**src/rtl/btn_input_conditioner.sv**
```systemverilog
// btn_input_conditioner: synchronizes, debounces and qualifies the four game
// buttons into single-cycle colour press events or multi-press flags.
module btn_input_conditioner #(
    parameter int unsigned DEBOUNCE_CYCLES = 1_000_000,
    parameter int unsigned SYNC_STAGES     = 2
) (
    input  logic       clk,
    input  logic       rst_n,
    input  logic       btn_green,
    input  logic       btn_red,
    input  logic       btn_blue,
    input  logic       btn_yellow,
    input  logic       enable,
    output logic       press_valid,
    output logic [1:0] press_color,
    output logic       multi_press,
    output logic       any_held
);

    localparam int unsigned CNT_WIDTH = $clog2(DEBOUNCE_CYCLES + 1);
    localparam int unsigned BTN_W     = 4;

    localparam logic [1:0] COLOR_GREEN  = 2'd0;
    localparam logic [1:0] COLOR_RED    = 2'd1;
    localparam logic [1:0] COLOR_BLUE   = 2'd2;
    localparam logic [1:0] COLOR_YELLOW = 2'd3;

    typedef enum logic [0:0] {
        ST_IDLE = 1'b0,
        ST_HELD = 1'b1
    } state_t;

    logic [BTN_W-1:0] raw_vec;
    logic [BTN_W-1:0] sync_q [SYNC_STAGES];
    logic [BTN_W-1:0] sync_d [SYNC_STAGES];
    logic [BTN_W-1:0] sync_vec;

    logic [BTN_W-1:0]     prev_q, prev_d;
    logic [BTN_W-1:0]     db_q, db_d;
    logic [CNT_WIDTH-1:0] cnt_q, cnt_d;
    logic [CNT_WIDTH-1:0] run_len;

    state_t state_q, state_d;

    logic       press_valid_q, press_valid_d;
    logic [1:0] press_color_q, press_color_d;
    logic       multi_press_q, multi_press_d;
    logic       any_held_q, any_held_d;

    logic       one_hot;
    logic [1:0] enc_color;

    assign raw_vec  = {btn_yellow, btn_blue, btn_red, btn_green};
    assign sync_vec = sync_q[SYNC_STAGES-1];

    // Shift chain of the multi-stage synchronizer
    always_comb begin
        sync_d[0] = raw_vec;
        for (int i = 1; i < SYNC_STAGES; i++) begin
            sync_d[i] = sync_q[i-1];
        end
    end

    // Synchronizer flops
    always_ff @(posedge clk or negedge rst_n) begin
        if (!rst_n) begin
            for (int i = 0; i < SYNC_STAGES; i++) begin
                sync_q[i] <= '0;
            end
        end else begin
            for (int i = 0; i < SYNC_STAGES; i++) begin
                sync_q[i] <= sync_d[i];
            end
        end
    end

    // Debounce: accept sync_vec once it has held steady for DEBOUNCE_CYCLES cycles
    always_comb begin
        prev_d  = sync_vec;
        db_d    = db_q;
        cnt_d   = cnt_q;
        run_len = (sync_vec != prev_q) ? CNT_WIDTH'(1) : cnt_q + CNT_WIDTH'(1);
        if (sync_vec == db_q) begin
            cnt_d = '0;
        end else if (run_len == CNT_WIDTH'(DEBOUNCE_CYCLES)) begin
            db_d  = sync_vec;
            cnt_d = '0;
        end else begin
            cnt_d = run_len;
        end
    end

    // Debounce registers
    always_ff @(posedge clk or negedge rst_n) begin
        if (!rst_n) begin
            prev_q <= '0;
            db_q   <= '0;
            cnt_q  <= '0;
        end else begin
            prev_q <= prev_d;
            db_q   <= db_d;
            cnt_q  <= cnt_d;
        end
    end

    // State register
    always_ff @(posedge clk or negedge rst_n) begin
        if (!rst_n) begin
            state_q <= ST_IDLE;
        end else begin
            state_q <= state_d;
        end
    end

    // Next state: leave idle on any debounced press, return once all released
    always_comb begin
        state_d = state_q;
        case (state_q)
            ST_IDLE: if (db_q != '0) state_d = ST_HELD;
            ST_HELD: if (db_q == '0) state_d = ST_IDLE;
            default: state_d = ST_IDLE;
        endcase
    end

    // Single-bit detect and colour encoding of the debounced vector
    always_comb begin
        one_hot = (db_q != '0) && ((db_q & (db_q - BTN_W'(1))) == '0);
        case (db_q)
            4'b0001: enc_color = COLOR_GREEN;
            4'b0010: enc_color = COLOR_RED;
            4'b0100: enc_color = COLOR_BLUE;
            4'b1000: enc_color = COLOR_YELLOW;
            default: enc_color = COLOR_GREEN;
        endcase
    end

    // Output decode: events only on the idle-to-held qualification
    always_comb begin
        press_valid_d = 1'b0;
        multi_press_d = 1'b0;
        press_color_d = press_color_q;
        any_held_d    = (db_q != '0);
        if (state_q == ST_IDLE && db_q != '0) begin
            if (one_hot) begin
                if (enable) begin
                    press_valid_d = 1'b1;
                    press_color_d = enc_color;
                end
            end else begin
                multi_press_d = 1'b1;
            end
        end
    end

    // Output registers
    always_ff @(posedge clk or negedge rst_n) begin
        if (!rst_n) begin
            press_valid_q <= 1'b0;
            press_color_q <= 2'b00;
            multi_press_q <= 1'b0;
            any_held_q    <= 1'b0;
        end else begin
            press_valid_q <= press_valid_d;
            press_color_q <= press_color_d;
            multi_press_q <= multi_press_d;
            any_held_q    <= any_held_d;
        end
    end

    assign press_valid = press_valid_q;
    assign press_color = press_color_q;
    assign multi_press = multi_press_q;
    assign any_held    = any_held_q;

endmodule

```
**config.mk**
```make
export PLATFORM = sky130hd
export DESIGN_NAME = btn_input_conditioner
export DESIGN_NICKNAME = d
export VERILOG_FILES = /design/src/rtl/btn_input_conditioner.sv
export SDC_FILE = /design/constraint.sdc
export NUM_CORES = 1
export LEC_CHECK = 0
export ABC_AREA = 1
export CAP_MARGIN = 20
export CORE_MARGIN = 1
export CORE_UTILIZATION = 60
export CTS_CLUSTER_DIAMETER = 40
export DETAILED_ROUTE_END_ITERATION = 16
export GPL_ROUTABILITY_DRIVEN = 0
export GPL_TIMING_DRIVEN = 0
export PLACE_DENSITY = 0.8
export SKIP_LAST_GASP = 1
export SLEW_MARGIN = 20
export SYNTH_ARGS = -nofsm -noshare
export SYNTH_HDL_FRONTEND = slang
export SYNTH_SLANG_ARGS = --single-unit
```
**constraint.sdc**
```tcl
create_clock -name clk -period 5 [get_ports clk]
set_input_delay 1 -clock clk [delete_from_list [all_inputs] [get_ports clk]]
set_output_delay 1 -clock clk [all_outputs]
set_load 0.1 [all_outputs]
```
Word level (Yosys, flattened, before mapping)
Cells that the tools add are included.
Word-level totals
  input port bits: 7
  word-level logic and storage cells: 40
  flip-flop bits (word level): 42
Operators by class
  reductions and logical operators: 7
  equal/unequal tests: 6
  add/subtract/negate cells: 2
  bitwise gates (word level): 3
  mux-type cells: 12
Operators by type and width (number)
  two-way mux 20 bit: 3
  adder 20 x 1 -> 20 bit, second input constant: 1
  equality test 20 bit, second input constant: 1
  zero test 4 bit: 2
  two-way mux 1 bit: 7
  one-hot mux 2 bit (3 select lines): 1
  AND 4 bit: 1
  equality test 4 x 2 -> 1 bit, second input constant: 1
  equality test 4 x 3 -> 1 bit, second input constant: 1
  equality test 4 bit: 1
  equality test 4 bit, second input constant: 1
  != test 4 bit: 1
  nonzero test 4 bit: 1
  subtractor 4 x 1 -> 4 bit, second input constant: 1
  AND reduction 3 bit: 1
  logical AND 1 bit: 2
  NOT 1 bit: 2
  one-hot mux 1 bit (2 select lines): 1
  AND reduction 2 bit: 1

Logic depth before layout (Yosys ltp)
Gate-level depths: netlist (run 1).
  depth in word-level cells: 6
  depth in mapped cells: 16
  mapped depth without buffers: 15

Least setup slack after synthesis (run 1)
Ideal clock, no wire load.
  path type: flip-flop to output port
  start point: register press_color_q[0] (netlist: press_color[0])
  end point: output press_color[0]
  cell stages (with the launch flop): 1
  buffers on the path: 0
  arrival: 0.898 ns
  path slack: 3.102 ns
  cells stage by stage: dfrtp_1
RTL lines
  start: declaration: line 46  | logic [1:0] press_color_q, press_color_d;
  start signal: assignment: line 164  | press_color_q <= press_color_d;
  end: declaration: line 15  | output logic [1:0] press_color,
No word-level cell between the ends.

Final worst setup path (run 1)
  start point: register press_color_q[1] (netlist: press_color[1])
  end point: output press_color[1]
No word-level cell between the ends.

==> impl_metrics.ini, run 1 <==
[clock_network]
hold_buffers = 0
cts.sinks = 42
clockBufferDepth = 2
cts-buffers-inserted = 5
clkTransAtPathRegs_ns = 0.08
h-tree-depth = 2
cts_setup_buffers = 0
ctsResizeCount = 0
cts_tree = yes
cts_root_buffer = clkbuf_8
clock_latency_ns = 0.30

[synthesis]
ys_seq_area_share_pct = 45.8
synthAdderAreaFrac_pct = 0.545
synth_top_family_by_area = simple AND/OR/NAND/NOR gates
synth.distinct_cells = 27
yosysTopAreaCellShare_pct = 45.8
synth_edf_count = 0
syn-cell-area_um2 = 2290
synth_nets = 322
synth_seq_cells = 42
synthArstFlopShare_pct = 100
synth_area_leader_cell = dfrtp_1
ys_top_cells_by_area = dfrtp_1 (46%), nand2_1 (16%), nor2_1 (9.0%), nand3_1 (6.3%), inv_1 (6.1%)
synthMuxAreaShare_pct = 0
synth-main-ff-cell = dfrtp_1
syn_area_per_cell_um2 = 7.31
synthSimpleGateAreaFrac_pct = 40.8
netlist_instances = 314
yosysWarnings = 0
synth_compound_area_share_pct = 1.85
synth-xor-area-share_pct = 3.82

[placed_design]
placed_cells = 374
placed_cell_area_um2 = 2480
io_buffers = 11
place_hpwl_mm = 3.39

[timing]
finalCritPeriodShare_pct = 56.0
fin_crit_ns = 2.80
finalSetupTns_ns = 0
rsz0062_at_grt = false
finalSetupViolations = 0
worst_pin_slew_ns = 0.972
hold_violations = 0
fmax_mhz = 357
clock_skew_ns = 0.00827
worst_hold_slack_ns = 0.355
slew_violations = 0
slew_headroom_pct = 35.0

[cells_and_area]
final_nets = 341
stdcell_area_um2 = 2580
area_growth_syn_to_layout_pct = 12.4
fin_util_pct = 70.4
drive_gt1_share_pct = 8.08
antenna_cells = 0
layout.cells.non_filler = 382

[global_routing]
use_met3_pct = 5.36
grt_max_degree = 35
use_met1_pct = 33.1
grt_pass1_vias = 1836
overflow = 0
gr-usage-met2_pct = 40.6
grt_pass1_wl_mm = 7.90
antenna_found_initial = 0
grt.busiest_layer = met2
grt_usage_pct = 25.3

[floorplanning]
fp.dieH_um = 63.8
dieArea_um2 = 4080
num_rows = 22
core_um2 = 3660
io_pins = 12
initial_utilization_pct = 62.7
dieWidth_um = 63.8

[flow_run]
drv_cap = 0

[setup_path]
critical_path.startpoint_type = flip-flop
critPathTopFamily = buffers and inverters
crit_chain = clkdlybuf4s50_1
cpPeakStageDelay_ns = 1.14
crit_fanout = 2
crit_type = reg -> out
endpoint_kind = output pin
critPathRequiredTime_ns = 4.00
r2r_slack_ns = 2.88
cp.arrival_ns = 1.80
cpMaxStageDelayCell = clkdlybuf4s50_1
critPathBufInv = 1

[pwr]
ir_worst_vdd_uv = 214
powerDensity_nw_per_um2 = 241
p_leak_nw = 1.25

[detailed_routing]
vias = 1926
routed_wl_mm = 4.51
vias_per_cell = 5.04
firstDrtPassIters = 4
drtIter0Drc = 135
avgRoutedWirePerCell_um = 11.8
ant_nets = 0
post-route-drc-count = 0

[min_path]
hold_class = reg -> reg

[status]
status = complete, no violations
-- report_power, final --
part | switching (W) | leakage, nW | internal, W
clock | 0.000123 | 0.0478 | 0.000114
sequential | 0.00000527 | 0.555 | 0.000345
combinational | 0.0000199 | 0.648 | 0.0000137
-- per-layer routing --
layer / vias to the layer above / part of all wire (%)
li1: 1012 / -
met4: 0 / 1.8
met5: - / 0
met3: 8 / 4.3
met1: 855 / 47
met2: 51 / 47
-- cell usage after synthesis (2+ instances only) --
cell type	number
xor2_1	5
a21oi_1	4
inv_1	37
o21ai_0	2
nand4_1	10
dfrtp_1	42
nor3_1	4
nor2_2	7
nand3_1	29
xnor2_1	5
nor2_4	4
nand2_1	96
nor2_1	55
-- final cells by class --
| cell class | count | area, um2 |
|---|---|---|
| clock buffers | 6 | 82.6 |
| fillers | 302 | 1080 |
| well taps | 48 | 60.1 |
| repair buffers | 12 | 125 |
| flip-flops and latches | 42 | 1050 |
| inverters | 38 | 143 |
| multi-input cells | 231 | 1080 |
| clock inverters | 2 | 16.3 |
| plain buffers | 3 | 22.5 |
-- path summary, 6_finish.rpt --
kind / from / endpoint / cells after the start
setup / recovery: press_color[1]$_DFFE_PN0P_ / press_color[1] / 1
hold / removal: sync_d[0]$_DFF_PN0_ / prev_d[0]$_DFF_PN0_ / 0
setup reg to reg: cnt_q[0]$_DFF_PN0_ / db_q[0]$_DFFE_PN0P_ / 11
hold reg to reg: sync_d[0]$_DFF_PN0_ / prev_d[0]$_DFF_PN0_ / 0
max in group asynchronous: rst_n / db_q[1]$_DFFE_PN0P_ / 2
min in group asynchronous: rst_n / cnt_q[13]$_DFF_PN0_ / 1
-- state kept, by name (all words and copies together) (netlist names) --
signal       cells
cnt_q           20
db_q             4
prev_d           4
prev_q           4
sync_d           4
press_color      2
any_held         1
multi_press      1
press_valid      1
state_q          1
-- placed cells by master (no fill, tap or decap) --
cell             synthesis  final
nand2_1                 96     96
nor2_1                  55     55
dfrtp_1                 42     42
inv_1                   37     37
nand3_1                 29     29
nand4_1                 10     10
clkdlybuf4s50_1          0     10
nor2_2                   7      7
clkbuf_8                 0      6
xnor2_1                  5      5
xor2_1                   5      5
nor2_4                   4      4
a21oi_1                  4      4
nor3_1                   4      4
o21ai_0                  2      2
o21ai_1                  1      1
clkinv_1                 1      1
buf_6                    1      1
nand2_4                  1      1
buf_4                    1      1
nor2b_1                  1      1
o21bai_1                 1      1
or2_2                    1      1
and3_1                   1      1
clkbuf_1                 1      1
nand2_2                  1      1
nand2b_1                 1      1
nand3_2                  1      1
ha_1                     1      1
clkinvlp_4               0      1
inv_6                    0      1
buf_2                    0      1
buf_12                   0      1
-- kinds of logic (layout without fill, tap and decap cells) --
logic type | after synthesis | in the layout
simple gates | 212 | 212
flops | 42 | 42
buf+inv | 41 | 61
xor+xnor | 10 | 10
compound gates | 8 | 8
fa+ha+maj | 1 | 1
-- metrics by stage --
step	total power, W	worst slack (ns)
6_report	0.000621	2.20
5_1_grt	0.000643	2.18
4_1_cts	0.000626	2.19
3_5_place_dp	0.000392	2.54
3_3_place_gp	0.000389	1.88
2_1_floorplan	0.000374	3.10
No activity file was read; power rests on OpenSTA's default activity.
==> inputs of run 2 (changes only) <==
CORE_UTILIZATION = 59   (was 60)
PLACE_DENSITY = 0.79   (was 0.8)
clock period = 2.6 ns   (was 5 ns; I/O delays follow)
==> run 2 against run 1 <==
Die area grew 1.7%. Sequential share of layout area did not move. Final cell count stayed put. Worst setup slack worse by 1.9 ns.
==> impl_metrics.ini, run 2 (synthesized netlist as in run 1, its figures left out) <==
[timing]
hold_violations = 0
fin_crit_ns = 2.33
fmax_mhz = 430
clock_skew_ns = 0.00519
finalSetupViolations = 0
slew_headroom_pct = 35.6
worst_pin_slew_ns = 0.962
finalCritPeriodShare_pct = 89.5
slew_violations = 0
rsz0062_at_grt = false
finalSetupTns_ns = 0

[setup_path]
cpMaxStageDelayCell = clkdlybuf4s50_1
critPathRequiredTime_ns = 2.08
r2r-start = cnt_q[0]$_DFF_PN0_
critical_path.startpoint_type = flip-flop
cpPeakStageDelay_ns = 1.14
crit_fanout = 2
critPathTopFamily = buffers and inverters
crit_type = reg -> out
endpoint_kind = output pin
crit_start = press_color[1]$_DFFE_PN0P_
crit_chain = clkdlybuf4s50_1
cp.arrival_ns = 1.81
critPathBufInv = 1

[cells_and_area]
antenna_cells = 0
fin_util_pct = 69.9
area_growth_syn_to_layout_pct = 12.4
fillCellCount = 305
layout.cells.non_filler = 382
final_common_cell = nand2_1
drive_gt1_share_pct = 8.08
regMostFlops = cnt_q
final_nets = 341
largest_reg_flops = 20
stdcell_area_um2 = 2580
layout_common_cells = nand2_1 (96), nor2_1 (55), dfrtp_1 (42)

[clock_network]
cts_tree = yes
cts.sinks = 42
clock_latency_ns = 0.30
cts-buffers-inserted = 5
clockBufferDepth = 2
ctsResizeCount = 0
cts_setup_buffers = 0
cts_root_buffer = clkbuf_8
hold_buffers = 0
clkTransAtPathRegs_ns = 0.08
h-tree-depth = 2

[floorplanning]
num_rows = 22
core_um2 = 3690
initial_utilization_pct = 62.2
dieArea_um2 = 4140
fp.dieH_um = 64.4
io_pins = 12
dieWidth_um = 64.4

[detailed_routing]
ant_nets = 0
vias_per_cell = 5.21
routed_wl_mm = 4.60
drtIter0Drc = 123
vias = 1990
firstDrtPassIters = 4
post-route-drc-count = 0
avgRoutedWirePerCell_um = 12.0

[global_routing]
grt_usage_pct = 25.1
grt_pass1_vias = 1839
overflow = 0
grt_pass1_wl_mm = 7.88
antenna_found_initial = 0
grt_max_degree = 35

[pwr]
p_leak_nw = 1.25
ir_worst_vdd_uv = 402
powerDensity_nw_per_um2 = 462

[placed_design]
placed_cell_area_um2 = 2480
placed_cells = 374
io_buffers = 11
place_hpwl_mm = 3.39

[min_path]
hold_class = in -> async

[status]
status = complete, no violations

[flow_run]
drv_cap = 0
## run 2: cell counts in the layout (fill, tap and decap cells not counted)
No cell type changed its count.
## run 2: worst reg2reg max path, stage by stage (launching register included)
cell	delay, ns
dfrtp_1	0.38
ha_1	0.21
nand3_1	0.16
nor2_2	0.17
xor2_1	0.28
nand3_1	0.11
nor2_1	0.13
nand2_1	0.10
nor2_4	0.18
nand3_2	0.11
nand2_1	0.08
nand2_1	0.06
## run 2: per-stage QoR
step           power, W  setup slack [ns]  hold slack, ns
2_1_floorplan  0.000720             0.872           0.224
3_3_place_gp   0.000749           -0.0444           0.333
3_5_place_dp   0.000754             0.556           0.340
4_1_cts         0.00120             0.271          0.0750
5_1_grt         0.00124             0.246          0.0766
6_report        0.00119             0.273          0.0715
## run 2: final timing paths
check / end / cells past startpoint / slack (ns)
max: press_color[1] / 1 / 0.27
min reg2reg: prev_d[2]$_DFF_PN0_ / 0 / 0.36
min in group clk: prev_d[2]$_DFF_PN0_ / 0 / 0.36
min: cnt_q[5]$_DFF_PN0_ / 1 / 0.07
max reg2reg: db_q[1]$_DFFE_PN0P_ / 11 / 0.51
max in group asynchronous: db_q[1]$_DFFE_PN0P_ / 2 / 2.08
## run 2: per-layer routing
layer	GRT usage, %	routed length (um)	vias up
li1	-	-	1014
met2	42.6	2230	54
met1	31.1	2050	914
met3	4.64	240	8
met5	0	0	-
met4	10.8	79	0
## run 2: layout make-up
cell class	count	area [um2]	area share (%)
buffer	3	22.5	0.873
clock buffer	6	82.6	3.20
clock inverter	2	16.3	0.631
inverter	38	143	5.53
multi-input combinational	231	1080	41.8
sequential	42	1050	40.8
tap	48	60.1	2.33
timing repair buffer	12	125	4.85
## run 2: report_power, final
group	internal, W	switching [W]
Combinational	0.0000263	0.0000384
Clock	0.000218	0.000234
Sequential	0.000664	0.0000102
==> inputs of run 3 (changes only) <==
ABC_AREA = 0   (was 1)
CORE_UTILIZATION = 55   (was 59)
PLACE_DENSITY = 0.74   (was 0.79)
==> run 3 against run 2 <==
The flow now finishes with violations (setup timing). Clock-buffer cell count decreased by 1. Register-to-register slack got worse by 0.67 ns. Routed wire length increased by 6.0%. Non-clock buffer count increased by 25. Critical path depth increased by 6. First-iteration DRC count increased by 2.4%. Global-route usage decreased by 0.52 points. Flip-flop and latch count unchanged. Worst hold slack improved by 0.027 ns. Sequential share of layout area decreased by 2.4 points. Critical endpoint is now db_q[0]$_DFFE_PN0P_. Largest cell class unchanged.
==> impl_metrics.ini, run 3 <==
[clock_network]
cts.sinks = 42
cts_root_buffer = clkbuf_8
h-tree-depth = 2
clockBufferDepth = 2
cts-buffers-inserted = 5
clkTransAtPathRegs_ns = 0.09
cts_tree = yes
clock_latency_ns = 0.30

[detailed_routing]
post-route-drc-count = 0
vias = 1750
ant_nets = 0
vias_per_cell = 5.99
firstDrtPassIters = 4
drtIter0Drc = 126
avgRoutedWirePerCell_um = 16.7
routed_wl_mm = 4.87

[setup_path]
crit_type = reg -> reg
cpPeakStageDelay_ns = 0.58
cpMaxStageDelayCell = or4_4
critical_path.startpoint_type = flip-flop
crit_start = cnt_q[4]$_DFF_PN0_
critPathBufInv = 1
r2r_slack_ns = -0.16
critPathTopFamily = simple AND/OR/NAND/NOR gates
critPathRequiredTime_ns = 2.78
cp.arrival_ns = 2.95
crit_chain = buf_6, or3b_4, a31oi_4, o211ai_1, or4_4, or4_4, mux2_4
crit_fanout = 9
endpoint_kind = flip-flop
cp_common_cell = or4_4
r2r-start = cnt_q[4]$_DFF_PN0_

[pwr]
power.switching_w = 0.000281
p_sw_share_pct = 24.2
finalPower_w = 0.00116
ir_worst_vdd_uv = 374
powerDensity_nw_per_um2 = 423
p_leak_nw = 1.11
p_int_w = 0.000882
clkPwrFrac_pct = 36.7
sequentialPowerShare_pct = 57.9
power_frac_comb_pct = 5.4

[synthesis]
syn_area_per_cell_um2 = 10.4
synth_seq_cells = 42
ys_top_cells_by_area = dfrtp_1 (48%), xor2_1 (6.4%), xnor2_1 (4.4%), nor2_1 (4.3%), mux2_4 (2.7%)
synth_nets = 219
ys_seq_area_share_pct = 47.9
synth.distinct_cells = 51
syn-cell-area_um2 = 2190
yosysTopAreaCellShare_pct = 47.9
synth.most_common_cell = dfrtp_1
synth-main-ff-cell = dfrtp_1
synth_edf_count = 0
synthTopCellsByCount = dfrtp_1 (42), nor2_1 (25), xor2_1 (16)
synthArstFlopShare_pct = 100
netlist_instances = 211
synth_area_leader_cell = dfrtp_1
yosysWarnings = 0

[global_routing]
use_met1_pct = 31.4
grt.busiest_layer = met2
grt_usage_pct = 24.6
gr-usage-met2_pct = 40.6
overflow = 0
grt_pass1_wl_mm = 7.80
use_met3_pct = 6.60
grt_pass1_vias = 1720
antenna_found_initial = 0
grt_max_degree = 32

[cells_and_area]
largest_reg_flops = 20
layout_common_cells = dfrtp_1 (38), nor2_1 (25), xor2_1 (15)
antenna_cells = 0
drive_gt1_share_pct = 27.0
area_growth_syn_to_layout_pct = 25.4
regMostFlops = cnt_q
stdcell_area_um2 = 2750
final_nets = 251
fin_util_pct = 73.5
final_common_cell = dfrtp_1
fillCellCount = 236

[timing]
finalSetupTns_ns = -1.08
fin_crit_ns = 2.76
hold_violations = 0
rsz0062_at_grt = true
finalCritPeriodShare_pct = 106
worst_hold_slack_ns = 0.0985
setup_ws_ns = -0.164
worst_pin_slew_ns = 0.971
clock_skew_ns = 0.0110
finalSetupViolations = 11
slew_headroom_pct = 35.1
fmax_mhz = 362
slew_violations = 0

[flow_run]
drv_cap = 0

[floorplanning]
num_rows = 22
fp.dieH_um = 65.2
dieArea_um2 = 4240
dieWidth_um = 65.2
io_pins = 12
core_um2 = 3740
initial_utilization_pct = 58.6

[placed_design]
io_buffers = 11
placed_cell_area_um2 = 2420
place_hpwl_mm = 3.05

[status]
status = finished with violations
violations = setup timing

[min_path]
hold_class = in -> async
[run 3: power groups by stage]
stage | Combinational [W] | Sequential, W | Clock (W)
floorplan | 0.0000181 | 0.000686 | 0
global placement | 0.0000440 | 0.000687 | 0
detailed placement | 0.0000486 | 0.000688 | 0
CTS | 0.0000610 | 0.000673 | 0.000429
global route | 0.0000691 | 0.000675 | 0.000459
finish | 0.0000633 | 0.000673 | 0.000427
[run 3: worst paths after layout]
kind / endpoint / cells after the start
setup / recovery: db_q[0]$_DFFE_PN0P_ / 7
hold / removal: cnt_q[12]$_DFF_PN0_ / 1
setup reg to reg: db_q[0]$_DFFE_PN0P_ / 7
hold reg to reg: prev_d[0]$_DFF_PN0_ / 0
max in group asynchronous: cnt_q[0]$_DFF_PN0_ / 2
min in group clk: prev_d[0]$_DFF_PN0_ / 0
[run 3: cells by family after synthesis]
kind of cell	share of synthesized area (%)
AND/OR/NAND/NOR	24.8
flip-flops	47.9
XOR/XNOR	10.8
AO/OA/AOI/OAI	7.24
buffers and inverters	4.56
multiplexers	3.71
adder cells (fa/ha/maj)	1.03
[run 3: layer usage]
layer / vias up / wire length, um
met1: 871 / 2060
li1: 809 / -
met2: 63 / 2480
met4: 0 / 55
met5: - / 0
met3: 7 / 276
[run 3: layout make-up]
cell class	count	area, um2	area share [%]
multi-input combinational	149	1180	43.0
sequential	42	1060	38.4
timing repair buffer	27	258	9.37
buffer	13	85.1	3.09
clock buffer	5	68.8	2.50
tap	48	60.1	2.18
clock inverter	3	21.3	0.773
inverter	5	18.8	0.682
[run 3: through the flow]
stage,std cells,worst slack [ns]
2_1_floorplan,211,-0.0268
3_3_place_gp,270,-0.202
3_5_place_dp,271,-0.306
4_1_cts,289,-0.109
5_1_grt,292,-0.220
6_report,292,-0.164
[run 3: timing repair]
action / 4_1_cts / 5_1_grt
pin swaps: 7 / 7
resized for setup: 18 / 10
setup buffers: 11 / 4
hold buffers: 0 / 0
endpoints found under the setup margin: 11 / 11
